==> src/rtl/antirrebote_dual_pkg.sv <==
// Shared types for the dual-channel debouncer: per-channel FSM state encoding
// and the legal synchronizer-depth check.
package antirrebote_dual_pkg;

  typedef enum logic [1:0] {
    ST_LOW  = 2'b00,
    ST_RISE = 2'b01,
    ST_HIGH = 2'b11,
    ST_FALL = 2'b10
  } state_t;

  function automatic bit n_sync_legal(input int n);
    return (n >= 2) && (n <= 4);
  endfunction

endpackage

==> src/rtl/antirrebote_dual_if.sv <==
// Raw button inputs and debounced level outputs for both channels.
// Rise-pulse signals exist only when ANTIRREBOTE_PULSE_EN is defined.
interface antirrebote_dual_if;
  logic i_btn_a;
  logic i_btn_b;
  logic o_a;
  logic o_b;
`ifdef ANTIRREBOTE_PULSE_EN
  logic o_a_rise;
  logic o_b_rise;
`endif

  modport master (
    output i_btn_a, i_btn_b,
    input  o_a, o_b
`ifdef ANTIRREBOTE_PULSE_EN
    , input o_a_rise, o_b_rise
`endif
  );

  modport slave (
    input  i_btn_a, i_btn_b,
    output o_a, o_b
`ifdef ANTIRREBOTE_PULSE_EN
    , output o_a_rise, o_b_rise
`endif
  );
endinterface

==> src/rtl/antirrebote_dual_canal.sv <==
// One debounce channel: N_SYNC-deep synchronizer, 4-state FSM and stability counter.
// Optional registered rise pulse under ANTIRREBOTE_PULSE_EN.
module antirrebote_canal
  import antirrebote_dual_pkg::*;
#(
  parameter int N_SYNC          = 2,
  parameter int DEBOUNCE_CYCLES = 1000,
  localparam int CNT_W          = $clog2(DEBOUNCE_CYCLES + 1)
) (
  input  logic clock,
  input  logic reset_n,
  input  logic btn,
  output logic level
`ifdef ANTIRREBOTE_PULSE_EN
  , output logic rise
`endif
);

  localparam logic [CNT_W-1:0] CNT_LAST = CNT_W'(DEBOUNCE_CYCLES - 1);

  if (!n_sync_legal(N_SYNC)) begin : g_bad_n_sync
    $error("antirrebote_canal: N_SYNC must be in 2..4");
  end
  if (DEBOUNCE_CYCLES < 2) begin : g_bad_debounce
    $error("antirrebote_canal: DEBOUNCE_CYCLES must be at least 2");
  end

  logic [N_SYNC-1:0] sync_p0;
  logic              s_x;
  state_t            state, state_nxt;
  logic [CNT_W-1:0]  cnt, cnt_nxt;

  always_ff @(posedge clock or negedge reset_n) begin
    if (!reset_n) sync_p0 <= '0;
    else          sync_p0 <= {sync_p0[N_SYNC-2:0], btn};
  end

  assign s_x = sync_p0[N_SYNC-1];

  // --- FSM state register / next-state / output decode ---
  always_ff @(posedge clock or negedge reset_n) begin
    if (!reset_n) begin
      state <= ST_LOW;
      cnt   <= '0;
    end else begin
      state <= state_nxt;
      cnt   <= cnt_nxt;
    end
  end

  always_comb begin
    state_nxt = state;
    cnt_nxt   = cnt;
    case (state)
      ST_LOW: if (s_x) begin
        state_nxt = ST_RISE;
        cnt_nxt   = CNT_W'(1);
      end
      ST_RISE: begin
        if (!s_x) begin
          state_nxt = ST_LOW;
          cnt_nxt   = '0;
        end else if (cnt == CNT_LAST) begin
          state_nxt = ST_HIGH;
          cnt_nxt   = '0;
        end else begin
          cnt_nxt = cnt + CNT_W'(1);
        end
      end
      ST_HIGH: if (!s_x) begin
        state_nxt = ST_FALL;
        cnt_nxt   = CNT_W'(1);
      end
      ST_FALL: begin
        if (s_x) begin
          state_nxt = ST_HIGH;
          cnt_nxt   = '0;
        end else if (cnt == CNT_LAST) begin
          state_nxt = ST_LOW;
          cnt_nxt   = '0;
        end else begin
          cnt_nxt = cnt + CNT_W'(1);
        end
      end
      default: begin
        state_nxt = ST_LOW;
        cnt_nxt   = '0;
      end
    endcase
  end

  // HIGH and FALL share bit 1 of the encoding, so the level is a plain flop bit.
  always_comb begin
    level = (state == ST_HIGH) || (state == ST_FALL);
  end

`ifdef ANTIRREBOTE_PULSE_EN
  // Only the RISE->HIGH path qualifies; FALL->HIGH recoveries never pulse.
  always_ff @(posedge clock or negedge reset_n) begin
    if (!reset_n) rise <= 1'b0;
    else          rise <= (state == ST_RISE) && (state_nxt == ST_HIGH);
  end
`endif

endmodule

==> src/rtl/antirrebote_dual.sv <==
// Two independent debounce channels feeding clean levels to the downstream logic.
// Rise pulses are built only when ANTIRREBOTE_PULSE_EN is defined.
module antirrebote_dual
  import antirrebote_dual_pkg::*;
#(
  parameter int N_SYNC          = 2,
  parameter int DEBOUNCE_CYCLES = 1000
) (
  input logic               clock,
  input logic               reset_n,
  antirrebote_dual_if.slave bus
);

  antirrebote_canal #(
    .N_SYNC          (N_SYNC),
    .DEBOUNCE_CYCLES (DEBOUNCE_CYCLES)
  ) u_canal_a (
    .clock   (clock),
    .reset_n (reset_n),
    .btn     (bus.i_btn_a),
    .level   (bus.o_a)
`ifdef ANTIRREBOTE_PULSE_EN
    , .rise  (bus.o_a_rise)
`endif
  );

  antirrebote_canal #(
    .N_SYNC          (N_SYNC),
    .DEBOUNCE_CYCLES (DEBOUNCE_CYCLES)
  ) u_canal_b (
    .clock   (clock),
    .reset_n (reset_n),
    .btn     (bus.i_btn_b),
    .level   (bus.o_b)
`ifdef ANTIRREBOTE_PULSE_EN
    , .rise  (bus.o_b_rise)
`endif
  );

endmodule

==> src/flat_wrapper.sv <==
// flat-port wrapper written by rule: the top's interface ports become plain ports
module antirrebote_dual_flat import antirrebote_dual_pkg::*;
#(
  parameter int N_SYNC          = 2,
  parameter int DEBOUNCE_CYCLES = 1000
)
  (clock, reset_n, bus_i_btn_a, bus_i_btn_b, bus_o_a, bus_o_b);
  antirrebote_dual_if bus_i ();
  input logic clock;
  input logic reset_n;
  input wire logic [$bits(bus_i.i_btn_a)-1:0] bus_i_btn_a;
  input wire logic [$bits(bus_i.i_btn_b)-1:0] bus_i_btn_b;
  output wire logic [$bits(bus_i.o_a)-1:0] bus_o_a;
  output wire logic [$bits(bus_i.o_b)-1:0] bus_o_b;
  assign bus_i.i_btn_a = bus_i_btn_a;
  assign bus_i.i_btn_b = bus_i_btn_b;
  assign bus_o_a = bus_i.o_a;
  assign bus_o_b = bus_i.o_b;
  antirrebote_dual #(.N_SYNC(N_SYNC), .DEBOUNCE_CYCLES(DEBOUNCE_CYCLES)) u_core (.clock(clock), .reset_n(reset_n), .bus(bus_i));
endmodule
==> config.mk <==
export PLATFORM = sky130hd
export DESIGN_NAME = antirrebote_dual_flat
export DESIGN_NICKNAME = d
export VERILOG_FILES = /design/src/rtl/antirrebote_dual_pkg.sv /design/src/rtl/antirrebote_dual_if.sv /design/src/rtl/antirrebote_dual_canal.sv /design/src/rtl/antirrebote_dual.sv /design/src/flat_wrapper.sv
export SDC_FILE = /design/constraint.sdc
export NUM_CORES = 1
export LEC_CHECK = 0
export CAP_MARGIN = 10
export CORE_MARGIN = 8
export CORE_UTILIZATION = 40
export CTS_BUF_LIST = sky130_fd_sc_hd__clkbuf_4
export DETAILED_ROUTE_END_ITERATION = 12
export GPL_ROUTABILITY_DRIVEN = 0
export SYNTH_ARGS = -nofsm -noshare
export SYNTH_HDL_FRONTEND = slang
export SYNTH_HIERARCHICAL = 1
export SYNTH_SLANG_ARGS = --single-unit
==> constraint.sdc <==
create_clock -name clock -period 1.9 [get_ports clock]
set_clock_uncertainty 0.2 [all_clocks]
set_input_delay 0.38 -clock clock [delete_from_list [all_inputs] [get_ports clock]]
set_output_delay 0.38 -clock clock [all_outputs]
set_load 0.02 [all_outputs]
==> results of run 1 <==
registers in the layout (all words and copies together) (netlist names):
| name | count |
|---|---|
| u_core/u_canal_a/cnt | 10 |
| u_core/u_canal_b/cnt | 10 |
| u_core/u_canal_a/state | 2 |
| u_core/u_canal_a/sync_p0 | 2 |
| u_core/u_canal_b/state | 2 |
| u_core/u_canal_b/sync_p0 | 2 |
power by group:
part / total (µW) / switching (µW) / internal, µW
combinational: 1600 / 795 / 808
clock: 262 / 184 / 77.4
sequential: 786 / 95.8 / 690
total: 2650 / 1080 / 1580
cells in the mapped netlist (6+ instances only):
library cell,count
nor2_1,8
nand3_1,6
dfrtp_1,28
nand2_1,14
o21ai_1,6
nor3_1,10
ha_1,12
a21oi_1,8
layout make-up:
| type | instances | area (µm²) |
|---|---|---|
| Fill cell | 332 | 1860 |
| Timing Repair Buffer | 30 | 251 |
| Sequential cell | 28 | 704 |
| Multi-Input combinational cell | 125 | 1140 |
| Inverter | 4 | 15.0 |
| Clock inverter | 1 | 3.75 |
| Clock buffer | 3 | 22.5 |
| Tap cell | 50 | 62.6 |
repair_timing:
item | 4_1_cts | 5_1_grt
buffers inserted | 7 | 3
endpoints found under the setup margin | 10 | 22
hold buffers | 0 | 0
gates resized for setup | 32 | 24
cloned | 1 | 0
pin swaps | 3 | 6
final timing paths:
path                                                          to  slack [ps]  depth (start not counted)
hold / removal             u_core/u_canal_a/sync_p0[1]$_DFF_PN0_         180                          0
hold reg to reg            u_core/u_canal_a/sync_p0[1]$_DFF_PN0_         180                          0
min in group asynchronous    u_core/u_canal_b/cnt[5]$_DFFE_PN0P_         200                          2
max in group asynchronous  u_core/u_canal_b/state[0]$_DFFE_PN0P_        1020                          2
setup / recovery                                         bus_o_b         -50                          3
setup reg to reg             u_core/u_canal_b/cnt[9]$_DFFE_PN0P_         -40                          6
critical path: cells and delay by family (launching register included):
family / cells / cell delay [ps]
buffers and inverters: 1 / 130
adder cells (fa/ha/maj): 1 / 180
flip-flops: 1 / 490
AND/OR/NAND/NOR: 1 / 240
logic make-up after synthesis:
logic type,share of synthesized area
muxes,0.0630
DFF,0.410
xor gates and xnor gates,0.0103
adders and majority gates,0.0878
and+or+nand+nor,0.187
buffers and inverters,0.0410
AOI/OAI and AO/OA,0.201
per-stage QoR:
| step | std cells | hold slack, ps |
|---|---|---|
| after global placement | 226 | 146 |
| after CTS | 238 | 190 |
| after global routing | 241 | 196 |
| final | 241 | 179 |
| after floorplan | 160 | -116 |
| after detailed placement | 226 | 136 |
per-layer routing:
layer	up-vias	part of all wire	GRT usage	wire [µm]
met4	0	0.014	0.0518	58
li1	670	-	-	-
met1	685	0.45	0.144	1800
met2	20	0.50	0.204	2010
met5	-	0	0	0
met3	7	0.037	0.0232	149
==> impl_metrics.json, run 1 <==
{
  "fin_util": 0.542,
  "synthCells": 160,
  "rows": 23,
  "h-tree-depth": 1,
  "finalWorstPathRequiredPeriod_ps": 1950,
  "violations": "setup timing",
  "io_buffers": 5,
  "final_hold_viol_count": 0,
  "viasPerCell": 5.73,
  "place_ws_ps": -152,
  "antenna_found_initial": 0,
  "cellPowerDensity_nw_per_um2": 1210,
  "drtPass1Iterations": 4,
  "yosysTopAreaCell": "dfrtp_1",
  "clock-sinks": 28,
  "hp-class": "flip-flop to flip-flop",
  "slew_viol_final": 0,
  "path_max_fanout": 4,
  "die_w_um": 81.4,
  "overflow": 0,
  "yosysTopAreaCellShare": 0.410,
  "finalSetupTns_ps": -220,
  "synthToLayoutAreaGrowth_pct": 28.6,
  "wl_per_cell_um": 16.7,
  "finalWorstSetupSlack_ps": -52.5,
  "grt_pass1_vias": 1365,
  "worst_slew_pin_slew_ps": 421,
  "placed_area_um2": 1880,
  "cp-end-kind": "output port",
  "async_reset_ff_frac": 1.00,
  "worstPathCellList": "ha_4, or2_4, buf_6",
  "p_total_uw": 2650,
  "arrival_ps": 1370,
  "cts_root_buf": "clkbuf_4",
  "rsz0062_at_grt": "true",
  "slew_headroom": 0.719,
  "synth_ff_type": "dfrtp_1",
  "critPathKind": "flip-flop to output port",
  "ios": 6,
  "finalSetupViolations": 7,
  "status": "finished, violations left",
  "final_common_cell": "dfrtp_1",
  "ys_seq_area_frac": 0.410,
  "grt.total_usage": 0.120,
  "core_area_um2": 4060,
  "syn_avg_cell_area_um2": 10.7,
  "cpPeakStageDelay_ps": 490,
  "finalInstanceArea_um2": 2200,
  "grt_max_degree": 29,
  "die-area_um2": 6620,
  "crit_required_ps": 1320,
  "cp-start-kind": "flip-flop",
  "initialDrtViolationCount": 74,
  "cp_slowest_cell": "dfrtp_2",
  "max_freq_ghz": 0.512,
  "ys_warn_count": 6,
  "drc": 0,
  "leakage_uw": 0.000986,
  "drtAntennaViolNets": 0,
  "drive_gt1_frac": 0.377,
  "min_from": "u_core/u_canal_a/sync_p0[0]$_DFF_PN0_",
  "synth_cell_types": 31,
  "r2r-start": "u_core/u_canal_b/state[1]$_DFFE_PN0P_",
  "final_nets": 208,
  "die_h_um": 81.4,
  "synthesis.nets": 176,
  "num_vias": 1382,
  "worstSkewPairLatency_ps": 330,
  "clk_path_buf_depth": 2,
  "vdd_drop_max_mv": 0.469,
  "maxCapViolations": 0,
  "antenna_cells": 0,
  "cts.clk_slew.worst_paths_ps": 150,
  "synth_area_leaders": "dfrtp_1 (41%), ha_1 (8.8%), clkbuf_8 (3.2%)",
  "final_cell_mix": "dfrtp_1 (25), buf_4 (22), nand2_1 (14)",
  "synth.cell_area_um2": 1710,
  "hpwl_mm": 2.49,
  "grt_pass1_wl_mm": 6.27,
  "crit_path_start": "u_core/u_canal_b/state[1]$_DFFE_PN0P_",
  "cts_tree": "done",
  "synth_seq_cells": 28,
  "start_util": 0.421,
  "synth_edf_count": 0,
  "period_share": 1.03,
  "numCtsBuffers": 3,
  "drt_wl_total_mm": 4.02
}
No activity file was read; power rests on OpenSTA's default activity.
==> run 2: changes to the inputs <==
PLACE_DENSITY = 0.6   (was not set)
==> results of run 2 <==
The final DEF is identical to that of run 1; final timing and power are the same.
==> run 3: changes to the inputs <==
CORE_MARGIN = 2   (was 8)
PLACE_DENSITY = 0.58   (was 0.6)
clock period = 2.19 ns   (was 1.9 ns; I/O delays follow)
==> run 3 against run 2 <==
  * The flow now finishes without violations
  * Final cell count shrank 9.1%
  * Clock power shrank 19%
  * Sequential power shrank 13%
  * Register-to-register slack gained 210 ps
==> impl_metrics.json, run 3 (same netlist as run 1, synthesis figures left out) <==
{
  "cts.clk_slew.worst_paths_ps": 150,
  "min_path_cells": 0,
  "drc": 0,
  "top_regs": "u_core/u_canal_a/cnt x10, u_core/u_canal_b/cnt x10",
  "cts_tree": "done",
  "cellPowerDensity_nw_per_um2": 995,
  "path_max_fanout": 4,
  "num_vias": 1305,
  "p_int_uw": 1070,
  "fin_util": 0.455,
  "ios": 6,
  "min_from": "u_core/u_canal_a/sync_p0[0]$_DFF_PN0_",
  "cp-start-kind": "flip-flop",
  "drive_gt1_frac": 0.189,
  "final_common_cell": "dfrtp_1",
  "start_util": 0.421,
  "drtPass1Iterations": 4,
  "numCtsBuffers": 3,
  "p_sw_uw": 772,
  "viasPerCell": 5.96,
  "max_freq_ghz": 0.476,
  "h-tree-depth": 1,
  "initialDrtViolationCount": 79,
  "r2r_slack_ps": 170,
  "die_w_um": 69.4,
  "holdPathEnd": "u_core/u_canal_a/sync_p0[1]$_DFF_PN0_",
  "grt_pass1_vias": 1290,
  "synthToLayoutAreaGrowth_pct": 8.05,
  "r2r-start": "u_core/u_canal_a/cnt[0]$_DFFE_PN0P_",
  "whs_ps": 175,
  "place_ws_ps": 15.8,
  "finalWorstSetupSlack_ps": 88.2,
  "p_clk_frac": 0.116,
  "overflow": 0,
  "final_nets": 187,
  "crit_required_ps": 1550,
  "die_h_um": 69.4,
  "rsz0062_at_grt": "false",
  "drtAntennaViolNets": 0,
  "slew_headroom": 0.757,
  "antenna_cells": 0,
  "arrival_ps": 1460,
  "io_buffers": 5,
  "wl_per_cell_um": 15.8,
  "hpwl_mm": 2.39,
  "clock-sinks": 28,
  "period_share": 0.960,
  "postCtsHoldBufs": 0,
  "finalSetupViolations": 0,
  "cts_root_buf": "clkbuf_4",
  "drt_wl_total_mm": 3.45,
  "reg2reg_depth": 6,
  "cp-end-kind": "output port",
  "r2r-end": "u_core/u_canal_a/cnt[9]$_DFFE_PN0P_",
  "grt.total_usage": 0.147,
  "grt_max_degree": 29,
  "clk_path_buf_depth": 2,
  "worstSkewPairLatency_ps": 320,
  "p_total_uw": 1840,
  "core_area_um2": 4060,
  "p_sw_frac": 0.420,
  "antenna_found_initial": 0,
  "rows": 23,
  "share_seq_of_total_power": 0.370,
  "comb_power_share": 0.514,
  "leakage_uw": 0.000828,
  "worst_slew_pin_slew_ps": 365,
  "finalSetupTns_ps": 0,
  "die-area_um2": 4810,
  "status": "completed",
  "critPathKind": "flip-flop to output port",
  "maxCapViolations": 0,
  "final_cell_mix": "dfrtp_1 (28), nand2_1 (14), nor3_1 (10), ha_1 (10)",
  "slew_viol_final": 0,
  "finalWorstPathRequiredPeriod_ps": 2100,
  "hp-class": "flip-flop to flip-flop",
  "vdd_drop_max_mv": 0.260,
  "final_hold_viol_count": 0,
  "grt_pass1_wl_mm": 5.92
}
run 3: cell count changes in the layout (fill, tap and decap cells not counted), moves of 4 or more:
| cell | change |
|---|---|
| buf_4 | -17 |
| buf_6 | -5 |
| ha_1 | +6 |
| mux2_2 | +4 |
| mux2_4 | -4 |
run 3: worst max path at each step:
stage	startpoint	endpoint
3_5_place_dp	u_core/u_canal_b/state[0]$_DFFE_PN0P_	bus_o_b
5_1_grt	u_core/u_canal_b/state[0]$_DFFE_PN0P_	bus_o_b
4_1_cts	u_core/u_canal_b/state[0]$_DFFE_PN0P_	bus_o_b
6_report	u_core/u_canal_a/state[0]$_DFFE_PN0P_	bus_o_a
3_3_place_gp	u_core/u_canal_b/state[0]$_DFFE_PN0P_	bus_o_b
2_1_floorplan	u_core/u_canal_a/cnt[0]$_DFFE_PN0P_	u_core/u_canal_a/cnt[9]$_DFFE_PN0P_
run 3: critical path: stages (launching register included):
cell and delay, ps:
dfrtp_1 420, inv_2 80, ha_1 200, or2_2 280
buf_2 160
run 3: metrics by stage:
stage,instance area (µm²),std cells
5_1_grt,1850,219
2_1_floorplan,1710,160
4_1_cts,1810,218
6_report,1850,219
3_3_place_gp,1800,215
3_5_place_dp,1800,215
run 3: final cells by class:
cell class	instances	area (µm²)
Multi-Input combinational cell	124	953
Timing Repair Buffer	10	92.6
Clock buffer	3	22.5
Sequential cell	28	701
Tap cell	50	62.6
Inverter	4	15.0
Fill cell	363	2210
run 3: layer usage:
metal  wire [µm]  part of all wire  global-route usage  up-vias
met2        1640              0.48               0.245       24
met4          29            0.0084              0.0370        0
li1            -                 -                   -      622
met1        1680              0.49               0.198      655
met5           0                 0                   0        -
met3         102             0.030              0.0247        4
run 3: repair_timing:
action	CTS	global route
gates resized for setup	10	4
pin swaps	0	1
cloned	0	0
setup buffers	0	1
setup endpoints to repair	2	3
run 3: power groups by stage:
stage               sequential [µW]  clock, µW  combinational (µW)
detailed placement              681          0                 899
CTS                             676        224                 885
global placement                674          0                 852
floorplan                       662          0                 694
finish                          681        213                 945
global route                    694        242                1030
